## config.mk

```make
export PLATFORM = sky130hd
export DESIGN_NAME = key_cmd_sched
export DESIGN_NICKNAME = d
export VERILOG_FILES = /design/src/rtl/chess_pkg.sv /design/src/rtl/cmd_fifo.sv /design/src/rtl/key_cmd_sched.sv
export SDC_FILE = /design/constraint.sdc
export NUM_CORES = 1
export LEC_CHECK = 0
export ABC_AREA = 1
export CAP_MARGIN = 10
export CORE_ASPECT_RATIO = 0.75
export CORE_MARGIN = 5
export CORE_UTILIZATION = 45
export DETAILED_ROUTE_END_ITERATION = 10
export DONT_BUFFER_PORTS = 1
export SYNTH_ARGS = -nofsm -noshare
export SYNTH_HDL_FRONTEND = slang
export SYNTH_SLANG_ARGS = --single-unit
```

## constraint.sdc

```tcl
create_clock -name clk -period 5.9 [get_ports clk]
set_input_delay 1.18 -clock clk [delete_from_list [all_inputs] [get_ports clk]]
set_output_delay 1.18 -clock clk [all_outputs]
set_load 0.005 [all_outputs]
```

## src/rtl/chess_pkg.sv

```systemverilog
// Shared definitions for the chess keyboard path.
// Holds the game command opcodes, the PS/2 set-2 scan codes used by the
// board controls, and a helper that classifies a scan code into a command.
// No ports; imported with "import chess_pkg::*".

package chess_pkg;

    // Opcodes delivered to the Play engine.
    typedef enum logic [2:0] {
        CMD_UP     = 3'd0,
        CMD_DOWN   = 3'd1,
        CMD_LEFT   = 3'd2,
        CMD_RIGHT  = 3'd3,
        CMD_SELECT = 3'd4,
        CMD_PROMO  = 3'd5
    } cmd_op_t;

    // Set-2 scan codes (make codes, no E0 prefix).
    localparam logic [7:0] SC_W     = 8'h1D;
    localparam logic [7:0] SC_S     = 8'h1B;
    localparam logic [7:0] SC_A     = 8'h1C;
    localparam logic [7:0] SC_D     = 8'h23;
    localparam logic [7:0] SC_I     = 8'h43;
    localparam logic [7:0] SC_K     = 8'h42;
    localparam logic [7:0] SC_J     = 8'h3B;
    localparam logic [7:0] SC_L     = 8'h4B;
    localparam logic [7:0] SC_SPACE = 8'h29;
    localparam logic [7:0] SC_G     = 8'h34;
    localparam logic [7:0] SC_ESC   = 8'h76;

    // Which player a key belongs to; Esc belongs to nobody in particular.
    typedef enum logic [1:0] {
        SIDE_ANY   = 2'd0,
        SIDE_WHITE = 2'd1,
        SIDE_BLACK = 2'd2
    } key_side_t;

    typedef struct packed {
        logic      hit;    // code is one of the mapped keys
        logic      flush;  // Esc: internal flush, never queued
        logic      move;   // movement key, eligible for auto-repeat
        key_side_t side;
        cmd_op_t   op;
    } key_map_t;

    function automatic key_map_t map_key(input logic [7:0] code);
        key_map_t m;
        m = '0;
        m.hit = 1'b1;
        case (code)
            SC_W:     begin m.op = CMD_UP;     m.move = 1'b1; m.side = SIDE_WHITE; end
            SC_S:     begin m.op = CMD_DOWN;   m.move = 1'b1; m.side = SIDE_WHITE; end
            SC_A:     begin m.op = CMD_LEFT;   m.move = 1'b1; m.side = SIDE_WHITE; end
            SC_D:     begin m.op = CMD_RIGHT;  m.move = 1'b1; m.side = SIDE_WHITE; end
            SC_I:     begin m.op = CMD_UP;     m.move = 1'b1; m.side = SIDE_BLACK; end
            SC_K:     begin m.op = CMD_DOWN;   m.move = 1'b1; m.side = SIDE_BLACK; end
            SC_J:     begin m.op = CMD_LEFT;   m.move = 1'b1; m.side = SIDE_BLACK; end
            SC_L:     begin m.op = CMD_RIGHT;  m.move = 1'b1; m.side = SIDE_BLACK; end
            SC_SPACE: begin m.op = CMD_SELECT; m.side = SIDE_WHITE; end
            SC_G:     begin m.op = CMD_PROMO;  m.side = SIDE_WHITE; end
            SC_ESC:   begin m.flush = 1'b1; end
            default:  begin m.hit = 1'b0; end
        endcase
        return m;
    endfunction

endpackage

```

## src/rtl/cmd_fifo.sv

```systemverilog
// Synchronous command FIFO with a registered head.
// The head (head_valid/head_data) is a true register loaded from the
// next-state of the queue, so the consumer sees glitch-free outputs.
// Ports:
//   clk, rst          clock, synchronous active-high reset
//   push, push_data   enqueue request and payload
//   pop               dequeue request (ignored when empty)
//   flush             discard all entries this cycle (wins over push/pop)
//   full, empty       queue status for the current cycle
//   head_valid        registered "queue not empty"
//   head_data         registered oldest entry
// DEPTH must be a power of two, 2..16.

module cmd_fifo #(
    parameter int DEPTH = 4,
    parameter int WIDTH = 3
) (
    input  logic             clk,
    input  logic             rst,
    input  logic             push,
    input  logic [WIDTH-1:0] push_data,
    input  logic             pop,
    input  logic             flush,
    output logic             full,
    output logic             empty,
    output logic             head_valid,
    output logic [WIDTH-1:0] head_data
);

    localparam int AW = $clog2(DEPTH);

    logic [WIDTH-1:0] mem [DEPTH];
    logic [AW:0]      wr_ptr;
    logic [AW:0]      rd_ptr;
    logic [AW:0]      wr_next;
    logic [AW:0]      rd_next;
    logic             do_push;
    logic             do_pop;
    logic [WIDTH-1:0] head_next;

    // Pointers carry one extra wrap bit so full and empty are distinguishable.
    assign empty = (wr_ptr == rd_ptr);
    assign full  = (wr_ptr[AW] != rd_ptr[AW]) && (wr_ptr[AW-1:0] == rd_ptr[AW-1:0]);

    // A pop on a full queue frees the slot the push needs, so both proceed.
    always_comb begin
        do_pop  = pop && !empty;
        do_push = push && (!full || do_pop);
        rd_next = rd_ptr + {{AW{1'b0}}, do_pop};
        wr_next = wr_ptr + {{AW{1'b0}}, do_push};
        head_next = mem[rd_next[AW-1:0]];
        // The write slot can only equal the new read slot when the queue
        // is (about to be) empty, so the pushed word becomes the head.
        if (do_push && (wr_ptr[AW-1:0] == rd_next[AW-1:0])) begin
            head_next = push_data;
        end
    end

    always_ff @(posedge clk) begin
        if (rst) begin
            wr_ptr     <= '0;
            rd_ptr     <= '0;
            head_valid <= 1'b0;
            head_data  <= '0;
            for (int i = 0; i < DEPTH; i++) begin
                mem[i] <= '0;
            end
        end else if (flush) begin
            wr_ptr     <= '0;
            rd_ptr     <= '0;
            head_valid <= 1'b0;
        end else begin
            if (do_push) begin
                mem[wr_ptr[AW-1:0]] <= push_data;
            end
            wr_ptr     <= wr_next;
            rd_ptr     <= rd_next;
            head_valid <= (wr_next != rd_next);
            head_data  <= head_next;
        end
    end

endmodule

```

## src/rtl/key_cmd_sched.sv

```systemverilog
// Keyboard-to-game command scheduler.
// Converts level-held make/break events from the Keyboard decoder into
// one-shot game commands, auto-repeats held movement keys, and queues the
// commands for Play behind a valid/ready handshake.
// Ports:
//   clk, rst     clock, synchronous active-high reset
//   key_event    [10] valid, [9] E0 extended, [8] break, [7:0] scan code
//   turn         side to move (0 white, 1 black)
//   cmd_ready    Play accepts the presented command
//   cmd_valid    command presented (registered)
//   cmd_op       command opcode (registered, stable until accepted)
//   overflow     sticky: a command was dropped on a full queue
//   repeating    auto-repeat counter armed
// Optional feature macro: KEY_TURN_GATE_EN restricts WASD/Space/G to white
// and IJKL to black, and clears auto-repeat on a turn change.

module key_cmd_sched
    import chess_pkg::*;
#(
    parameter int FIFO_DEPTH    = 4,
    parameter int REPEAT_DELAY  = 50_000_000,
    parameter int REPEAT_PERIOD = 10_000_000
) (
    input  logic        clk,
    input  logic        rst,
    input  logic [10:0] key_event,
    input  logic        turn,
    input  logic        cmd_ready,
    output logic        cmd_valid,
    output logic [2:0]  cmd_op,
    output logic        overflow,
    output logic        repeating
);

    logic [9:0]  prev_key;
    logic        new_event;
    logic        ev_vld_q;
    logic        ev_ext_q;
    logic        ev_brk_q;
    logic [7:0]  ev_code_q;

    logic [7:0]  held_code;
    cmd_op_t     held_op;
    logic [31:0] rep_cnt;

    key_map_t    km;
    logic        gate_ok;
    logic        key_valid;
    logic        key_push;
    logic        key_release;
    logic        do_flush;
    logic        rep_fire;
    logic        push_req;
    cmd_op_t     push_op;
    logic        pop;
    logic        drop;
    logic        fifo_full;
    logic        unused_fifo_empty;

    // Keyboard holds its last event, so only a change marks a fresh one.
    assign new_event = key_event[10] && (key_event[9:0] != prev_key);

    // Capture stage: the event is decoded one cycle after it is seen.
    always_ff @(posedge clk) begin
        if (rst) begin
            prev_key  <= '0;
            ev_vld_q  <= 1'b0;
            ev_ext_q  <= 1'b0;
            ev_brk_q  <= 1'b0;
            ev_code_q <= '0;
        end else begin
            prev_key  <= key_event[9:0];
            ev_vld_q  <= new_event;
            ev_ext_q  <= key_event[9];
            ev_brk_q  <= key_event[8];
            ev_code_q <= key_event[7:0];
        end
    end

`ifdef KEY_TURN_GATE_EN
    logic turn_q;

    always_ff @(posedge clk) begin
        if (rst) begin
            turn_q <= 1'b0;
        end else begin
            turn_q <= turn;
        end
    end
`else
    logic [2:0] unused_gate;
    assign unused_gate = {turn, km.side};
`endif

    // Decode: classify the captured event and decide what to push.
    always_comb begin
        km      = map_key(ev_code_q);
        gate_ok = 1'b1;
`ifdef KEY_TURN_GATE_EN
        if ((km.side == SIDE_WHITE) && turn) begin
            gate_ok = 1'b0;
        end
        if ((km.side == SIDE_BLACK) && !turn) begin
            gate_ok = 1'b0;
        end
`endif
        key_valid   = ev_vld_q && !ev_ext_q && km.hit;
        do_flush    = key_valid && !ev_brk_q && km.flush && gate_ok;
        // A make matching the held key is keyboard typematic, not a new press.
        key_push    = key_valid && !ev_brk_q && !km.flush && gate_ok &&
                      (ev_code_q != held_code);
        key_release = key_valid && ev_brk_q && (ev_code_q == held_code);
        rep_fire    = repeating && (rep_cnt == 32'd1);
        // A key push shadows a coincident repeat push; flush drops both.
        push_req    = (key_push || rep_fire) && !do_flush;
        push_op     = key_push ? km.op : held_op;
    end

    assign pop  = cmd_valid && cmd_ready;
    assign drop = push_req && fifo_full && !pop;

    // Held-key, auto-repeat and overflow state. Later assignments take
    // priority, so a key action overrides the free-running repeat reload.
    always_ff @(posedge clk) begin
        if (rst) begin
            held_code <= '0;
            held_op   <= CMD_UP;
            rep_cnt   <= '0;
            repeating <= 1'b0;
            overflow  <= 1'b0;
        end else begin
            if (repeating) begin
                if (rep_cnt == 32'd1) begin
                    rep_cnt <= 32'(REPEAT_PERIOD);
                end else begin
                    rep_cnt <= rep_cnt - 32'd1;
                end
            end
`ifdef KEY_TURN_GATE_EN
            if (turn != turn_q) begin
                repeating <= 1'b0;
            end
`endif
            if (key_push) begin
                held_code <= ev_code_q;
                held_op   <= km.op;
                if (km.move) begin
                    rep_cnt   <= 32'(REPEAT_DELAY);
                    repeating <= 1'b1;
                end else begin
                    repeating <= 1'b0;
                end
            end
            if (key_release) begin
                held_code <= '0;
                repeating <= 1'b0;
            end
            if (drop) begin
                overflow <= 1'b1;
            end
            if (do_flush) begin
                held_code <= '0;
                repeating <= 1'b0;
                overflow  <= 1'b0;
            end
        end
    end

    cmd_fifo #(
        .DEPTH (FIFO_DEPTH),
        .WIDTH (3)
    ) u_fifo (
        .clk        (clk),
        .rst        (rst),
        .push       (push_req),
        .push_data  (push_op),
        .pop        (pop),
        .flush      (do_flush),
        .full       (fifo_full),
        .empty      (unused_fifo_empty),
        .head_valid (cmd_valid),
        .head_data  (cmd_op)
    );

endmodule

```

Yosys cells after proc, flatten, opt, wreduce, memory -nomap -nowiden
Memories as Yosys holds them, arrays and structs flattened. A register that Yosys moved wholly into a read port is not among the register bits. Cells that the tools add are included.

Bits in writable memories: 12. Input port bits: 15. Flip-flop bits (word level): 73. Logic and storage cells: 87. Output and inout bits: 6. Memories: 1.

Reductions and logical operators: 32. Equal/unequal tests: 19. Multiplexer cells: 19. $add $sub $neg: 3.

Memories: u_fifo.mem (depth 4, bits a word 3, rd ports 1, clocked after Yosys merged registers in 1, wr ports 4, RTL line cmd_fifo.sv:32) `logic [WIDTH-1:0] mem [DEPTH];`.

Operators by type and width (count): $mux W32 (4); $eq A32 B1 Y1 const B (1); $eq A8 B6 Y1 const B (4); $eq A8 B7 Y1 const B (4); $sub A32 B1 Y32 const B (1); $pmux W3 S10 (1); $eq A8 B5 Y1 const B (3); $logic_and A1 B1 Y1 (17); $mux W1 (11); $reduce_or A11 Y1 (1); $ne A10 B10 Y1 (1); $eq A8 B8 Y1 (1); $logic_not A1 Y1 (8); $ne A8 B8 Y1 (1); $reduce_or A8 Y1 (1); $add A3 B1 Y3 (2); $mux W3 (2); $reduce_or A3 Y1 (2); $eq A3 B3 Y1 (1); $ne A3 B3 Y1 (1); $eq A2 B2 Y1 (1); $logic_or A1 B1 Y1 (2); $mux W2 (1); $reduce_or A2 Y1 (1); $ne A1 B1 Y1 (1).

Longest topological paths before layout
Gate-level depths: netlist (run 1).

Depth after elaboration: 16. Depth in mapped cells: 19. Mapped depth without buffers: 18.

Cells and area by module
From an unflattened synthesis (run 1), not the netlist that was laid out.

Cells, all modules: 616. Area total of the unflattened synthesis: 4366.7 µm².

Modules (own cells, without submodules): key_cmd_sched (times used 1, seq. area each 1121.1 µm², area each 3163.0 µm², cells an instance 466); cmd_fifo (times used 1, seq. area each 560.5 µm², area each 1203.7 µm², cells an instance 150).

Least setup slack after synthesis (run 1)
OpenSTA, ideal clock, no wires.

Path type: input port to flip-flop. Start: input cmd_ready. End: register u_fifo.head_valid. Required time: 5.773 ns. Setup time: 0.127 ns. Arrival: 2.502 ns. Path buffers: 0. Stages: 11. Slack: 3.271 ns. Cell sequence: nand2_1 > inv_1 > nor3_1 > inv_1 > nand3_4 > inv_1 > ha_1 > ha_1 > xnor2_1 > xnor2_1 > a31oi_1.

Word-level cells in the longest chain between the ends: 6. Elaborated cells on any way between the ends: 7. Classes of those cells: 2 x add/sub; 1 x eq/ne; 4 x reduce/logical.

Ends and longest elaborated chain: start: declaration (RTL line key_cmd_sched.sv:28) `input logic cmd_ready,`; $logic_and A1 B1 Y1 (*) (RTL line key_cmd_sched.sv:119) `assign pop = cmd_valid && cmd_ready;`; $logic_and A1 B1 Y1 (*) (RTL line cmd_fifo.sv:47) `do_pop = pop && !empty;`; $logic_or A1 B1 Y1 (RTL line cmd_fifo.sv:48) `do_push = push && (!full || do_pop);`; $logic_and A1 B1 Y1 (RTL line cmd_fifo.sv:48); $add A3 B1 Y3 (RTL line cmd_fifo.sv:50) `wr_next = wr_ptr + {{AW{1'b0}}, do_push};`; $ne A3 B3 Y1 (*) (RTL line cmd_fifo.sv:78) `head_valid <= (wr_next != rd_next);`; end signal: assignment (RTL line cmd_fifo.sv:78); end: declaration (RTL line cmd_fifo.sv:26) `output logic head_valid,`.

Mark *: on every way between the ends. The rest lies on a longest branch, timed or not. A chain may end at the register's enable or synchronous reset.

==> impl_metrics.tcl, run 1 <==
set metrics [dict create \
    outcome "completed" \
    yosys_most_used_dff "dfxtp_1" \
    maxClockFrequency_mhz 383.7 \
    area.sequential_um2 1682 \
    setup_tns_ns 0 \
    root_buffer "clkbuf_16" \
    async_flop_share 0 \
    antenna_found_initial 0 \
    ctsHoldBuffers 0 \
    cts_sinks 78 \
    rsz0062_at_grt "no" \
    drt_iter0_drc 207 \
    numCtsBuffers 9 \
    r2r-end "u_fifo.head_valid" \
    nFillCells 886 \
    synthesis.nets 603 \
    clock_latency_ns 0.34 \
    yosysTopAreaCell "dfxtp_1" \
    min_to "held_op[2]" \
    finalSetupViolCount 0 \
    hp-start "held_op[2]" \
    ys_top_cells_by_area "dfxtp_1 32%, nand2_1 13%, edfxtp_1 8.6%, nor2_1 7.9%, inv_1 6.6%" \
    final_nets 607 \
    drc 0 \
    multi_input_area_um2 2118 \
    clkSlewWorstSetupHoldPaths_ns 0.06 \
    final_antenna_net_count 0 \
    tightest_slew_ns 0.5159 \
    p_per_area_nw_per_um2 245.0 \
    io_buffers 0 \
    synth_area_per_cell_um2 7.174 \
    crit_type "register to register" \
    num_io_pins 21 \
    ys_seq_elements 78 \
    grt_pass1_vias 3296 \
    grt_max_degree 19 \
    synth-edff-count 12 \
    start_util 0.4615 \
    seq_area_frac_synth 0.4028 \
    core_um2 9046 \
    ys_warn_count 0 \
    cp.required_ns 6.11 \
    syn-instance-count 582 \
    cap_violations 0 \
    globalRouteOverflowTotal 0 \
    antennaDiodeCount 0 \
    hold_viol 0 \
    period_share 0.4418 \
    p_leak_nw 2.065 \
    critPathCaptureType "register" \
    crit_arrival_ns 2.81 \
    drv_slew 0 \
    avgViaCountPerCell 4.890 \
    min_path_type "register to register" \
    synth.distinct_cells 43 \
    syn_area_um2 4175 \
    postLayoutCoreUtil 0.5059 \
    fp.dieH_um 93.42 \
    dieArea_um2 11320 \
    globalplace.congestion 0.8593 \
    routed_wl_um 8891 \
    reg2reg_slack_ns 3.29 \
    holdWs_ns 0.4523 \
    firstDrtPassIters 4 \
    clk_path_buf_depth 2 \
    syn_to_final_growth_pct 9.619 \
    min_path_cells 2 \
    final_layout_size_suffix_gt1_frac 0.1203 \
    tritoncts "yes" \
    cts_resized 0 \
    timing.rr.start "prev_key[0]" \
    fp-row-count 30 \
    cp_max_fo 15 \
    slew_headroom 0.6539 \
    synth_most_common_cell "nand2_1" \
    fin_skew_ns 0.007263 \
    htree_num_levels 3 \
    globalRouteTotalUtil 0.1687 \
    grt_pass1_wl_um 15230 \
    die_w_um 121.2 \
    wl_per_cell_um 12.38 \
    synth_top_area_frac 0.3165 \
    post-cts-setup-buffers 0 \
    finalCriticalPeriod_ns 2.606 \
    start_kind "register" \
    place_hpwl_um 6892 \
    synthTopCellsByCount "145 x nand2_1, 88 x nor2_1, 73 x inv_1" \
    ir_drop_mv 0.1707 \
    rr_worst_depth 16 \
    vias 3511 \
]
==> worst max-delay path, stage by stage, from the launching register on <==
cell,delay [ns]
dfxtp_1,0.47
inv_2,0.10
nand2_1,0.10
nor2_1,0.06
nand2_1,0.08
nand2_1,0.07
nor2_1,0.12
nand3_2,0.13
nand4_4,0.22
nand2_2,0.11
nand3_4,0.09
inv_1,0.09
ha_1,0.19
ha_1,0.18
xnor2_1,0.20
xnor2_1,0.15
a31oi_1,0.10
==> final cells by class <==
cell class,count,area share
sequential,78,0.3674
inverter,90,0.07381
clock inverter,1,0.001093
tap,128,0.03499
multi-input combinational,407,0.4628
clock buffer,14,0.05987
==> report_power, final <==
part | internal (mW) | leakage (nW) | switching, mW
registers | 0.547 | 0.659 | 0.00756
clock network | 0.317 | 0.139 | 0.206
logic | 0.0138 | 1.27 | 0.0304
total | 0.878 | 2.07 | 0.244
==> through the flow <==
stage,power (mW),area [um^2],setup WS (ns),instances
finish,1.122,4577,3.294,718
detailed placement,0.6106,4298,3.016,703
floorplan,0.6015,4175,3.271,582
global placement,0.6099,4298,3.024,703
global route,1.164,4577,3.003,718
CTS,1.134,4577,3.284,718
==> cell families (layout without fill, tap and decap cells) <==
| family | Yosys count | in the layout | synth area share |
|---|---|---|---|
| AOI/OAI and AO/OA | 50 | 50 | 0.07402 |
| xor gates and xnor gates | 29 | 29 | 0.06083 |
| adders and majority gates | 6 | 6 | 0.01798 |
| buffers and inverters | 97 | 105 | 0.08990 |
| DFF | 78 | 78 | 0.4028 |
| and+or+nand+nor | 322 | 322 | 0.3545 |
==> metal layers <==
metal  vias up  GRT usage  share of wire
met2        48     0.2510           0.42
met4         0    0.06437          0.013
li1       1838          -              -
met5         -          0              0
met3        11    0.04353          0.035
met1      1614     0.2347           0.53
==> worst max path at each step <==
stage	startpoint	end	slack [ns]
2_1_floorplan	cmd_ready	u_fifo.head_valid	3.27
3_3_place_gp	cmd_ready	u_fifo.head_valid	3.02
6_report	prev_key[0]	u_fifo.head_valid	3.29
3_5_place_dp	cmd_ready	u_fifo.head_valid	3.02
4_1_cts	prev_key[0]	u_fifo.head_valid	3.28
5_1_grt	prev_key[0]	u_fifo.head_valid	3.00
==> registers in the layout, summed over array words and instances (netlist names) <==
| signal | count |
|---|---|
| ev_vld_q | 1 |
| held_code | 8 |
| u_fifo.head_data | 3 |
| u_fifo.mem | 12 |
| u_fifo.rd_ptr | 3 |
| u_fifo.head_valid | 1 |
| held_op | 3 |
| overflow | 1 |
| rep_cnt | 32 |
| u_fifo.wr_ptr | 3 |
| repeating | 1 |
| prev_key | 10 |
==> placed cells by master, fill, tap and decap left out, types with 2 or more instances in the layout <==
cell       netlist  final
clkbuf_8         0      3
or2_1            3      3
nor2_4           4      4
or2_2            2      2
o22ai_1          5      5
xnor2_1         14     14
nor4_1           3      3
inv_1           73     73
clkbuf_1         3      2
nand4_1          7      7
clkbuf_16        0      9
a31oi_1          2      2
a21oi_1         20     20
edfxtp_1        12     12
nand2_1        145    145
nor3_1          14     14
nor3_2           3      3
nand3_2          4      4
nor2_2          13     13
inv_2           16     16
nand2_2          7      7
ha_1             6      6
o21ai_0          9      9
dfxtp_1         66     66
a32o_1           4      4
nor2_1          88     88
xor2_1          15     15
nor3b_1          2      2
nand3_1         22     22
a21oi_2          3      3
No activity file was read; power rests on OpenSTA's default activity.
==> run 2: changes to the inputs <==
clock period = 2.4 ns   (was 5.9 ns; I/O delays follow)
==> run 2 against run 1 <==
Critical path depth down 1. Clock skew decreased by 0.0013 ns. Core utilization grew 3.6 points. Wire length grew 6.3%. Largest power group is now the clock network. Power rose to 2.6 times the previous value. Non-clock buffer count grew 25. Sequential cell count unchanged.
==> impl_metrics.tcl, run 2 (synthesis results as in run 1) <==
set metrics [dict create \
    design_area_um2 4901 \
    wl_per_cell_um 12.71 \
    drc 0 \
    globalplace.congestion 0.8825 \
    swShare 0.2249 \
    slowest_delay_ns 0.32 \
    ir_drop_mv 0.3839 \
    cp.required_ns 2.62 \
    pwr-share-clk 0.481 \
    p_per_area_nw_per_um2 584.4 \
    largest_register_ffs 32 \
    holdWs_ns 0.2060 \
    finalCriticalPeriod_ns 2.266 \
    grt_max_degree 19 \
    numCtsBuffers 9 \
    power_mw 2.864 \
    min_path_cells 1 \
    antenna_found_initial 0 \
    final_nets 632 \
    place_hpwl_um 7227 \
    fp.dieH_um 93.42 \
    final_antenna_net_count 0 \
    mostFrequentLayoutCells "141 x nand2_1, 82 x nor2_1, 73 x inv_1" \
    cap_violations 0 \
    avgViaCountPerCell 4.825 \
    crit_chain "inv_2, nand2_1, nor2_2, nand2_1, nand2_1, nor2_2, nand3_2, nand4_2, nand3_4, inv_1, ha_1, ha_2, xnor2_2, xnor2_1, a31oi_1" \
    comb_power_share 0.044 \
    globalRouteOverflowTotal 0 \
    setup_tns_ns 0 \
    num_io_pins 21 \
    clkSlewWorstSetupHoldPaths_ns 0.06 \
    r2r-end "u_fifo.head_valid" \
    grt_pass1_vias 3320 \
    crit_top_cell "nand2_1" \
    rsz0062_at_grt "yes" \
    firstDrtPassIters 4 \
    tightest_slew_ns 0.4841 \
    slew_headroom 0.6761 \
    final_layout_size_suffix_gt1_frac 0.1948 \
    critPathBufInv 2 \
    globalRouteTotalUtil 0.1787 \
    clk_path_buf_depth 2 \
    min_to "rep_cnt[23]" \
    maxClockFrequency_mhz 441.2 \
    switching_power_mw 0.6441 \
    htree_num_levels 3 \
    reg_top3 "rep_cnt (32), u_fifo.mem (12), prev_key (10)" \
    cp_slowest_cell "dfxtp_1" \
    top_register "rep_cnt" \
    io_buffers 0 \
    crit_cells 15 \
    p_int_mw 2.220 \
    final_common_cell "nand2_1" \
    timing.rr.start "prev_key[7]" \
    crit_start "prev_key[7]" \
    cp_max_fo 5 \
    core_um2 9046 \
    ctsHoldBuffers 0 \
    die_w_um 121.2 \
    syn_to_final_growth_pct 17.38 \
    p_leak_nw 2.209 \
    critPathCaptureType "register" \
    outcome "completed" \
    routed_wl_um 9454 \
    reg2reg_slack_ns 0.13 \
    postLayoutCoreUtil 0.5418 \
    vias 3590 \
    fp-row-count 30 \
    drv_slew 0 \
    cts_sinks 78 \
    dpl_cell_area_um2 4483 \
    clock_latency_ns 0.34 \
    crit_arrival_ns 2.49 \
    tritoncts "yes" \
    crit_type "register to register" \
    rr_worst_depth 15 \
    start_util 0.4615 \
    fin_skew_ns 0.005920 \
    pwr-share-seq 0.475 \
    critPathTopFamily "simple AND/OR/NAND/NOR gates" \
    hold_viol 0 \
    hp-start "rst" \
    root_buffer "clkbuf_16" \
    dieArea_um2 11320 \
    min_path_type "input port to register" \
    grt_pass1_wl_um 16060 \
    antennaDiodeCount 0 \
    finalSetupViolCount 0 \
    period_share 0.9444 \
    drt_iter0_drc 231 \
    start_kind "register" \
]
run 2: cell count changes in the layout (fill, tap and decap cells not counted), moves of 3 or more:
cell | previous run | this run
dfxtp_4 | 0 | 3
dfxtp_2 | 0 | 5
nor2_1 | 88 | 82
nand2_1 | 145 | 141
buf_4 | 0 | 22
dfxtp_1 | 66 | 58
nor2_2 | 13 | 17
nand2_2 | 7 | 11
run 2: per-layer routing:
metal  vias up  share of wire  GRT usage
li1       1898              -          -
met1      1639           0.52     0.2586
met2        41           0.43     0.2640
met3        12          0.037    0.04534
met4         0          0.011    0.04757
met5         -              0          0
run 2: through the flow:
stage	instances	worst slack (ns)
after floorplan	582	0.2106
final	744	0.1335
after CTS	742	0.03755
after detailed placement	726	-0.03563
after global routing	744	-0.04946
after global placement	726	0.03843
run 2: worst max-delay path by stage:
stage                        end
2_1_floorplan  u_fifo.head_valid
3_3_place_gp   u_fifo.head_valid
3_5_place_dp   u_fifo.head_valid
4_1_cts        u_fifo.head_valid
5_1_grt        u_fifo.head_valid
6_report       u_fifo.head_valid
run 2: power by group through the flow:
stage | logic, mW | registers (mW) | clock network, mW
after detailed placement | 0.122 | 1.39 | 0
final | 0.125 | 1.36 | 1.38
after floorplan | 0.0933 | 1.39 | 0
after global routing | 0.142 | 1.36 | 1.47
after CTS | 0.123 | 1.36 | 1.41
after global placement | 0.121 | 1.39 | 0
run 2: what timing repair did:
item                       4_1_cts  5_1_grt
resized for setup                5       27
setup buffers                    0        2
setup endpoints to repair        1       36
pin swaps                        0        9
hold endpoints to repair         0        0
run 2: final cells by class:
cell class	instances	area, um^2
Fill cell	893	4145
Multi-Input combinational cell	407	2197
Sequential cell	78	1699
Inverter	90	337.8
Clock buffer	10	239.0
Timing Repair Buffer	25	207.7
Tap cell	128	160.2
Clock inverter	6	60.06
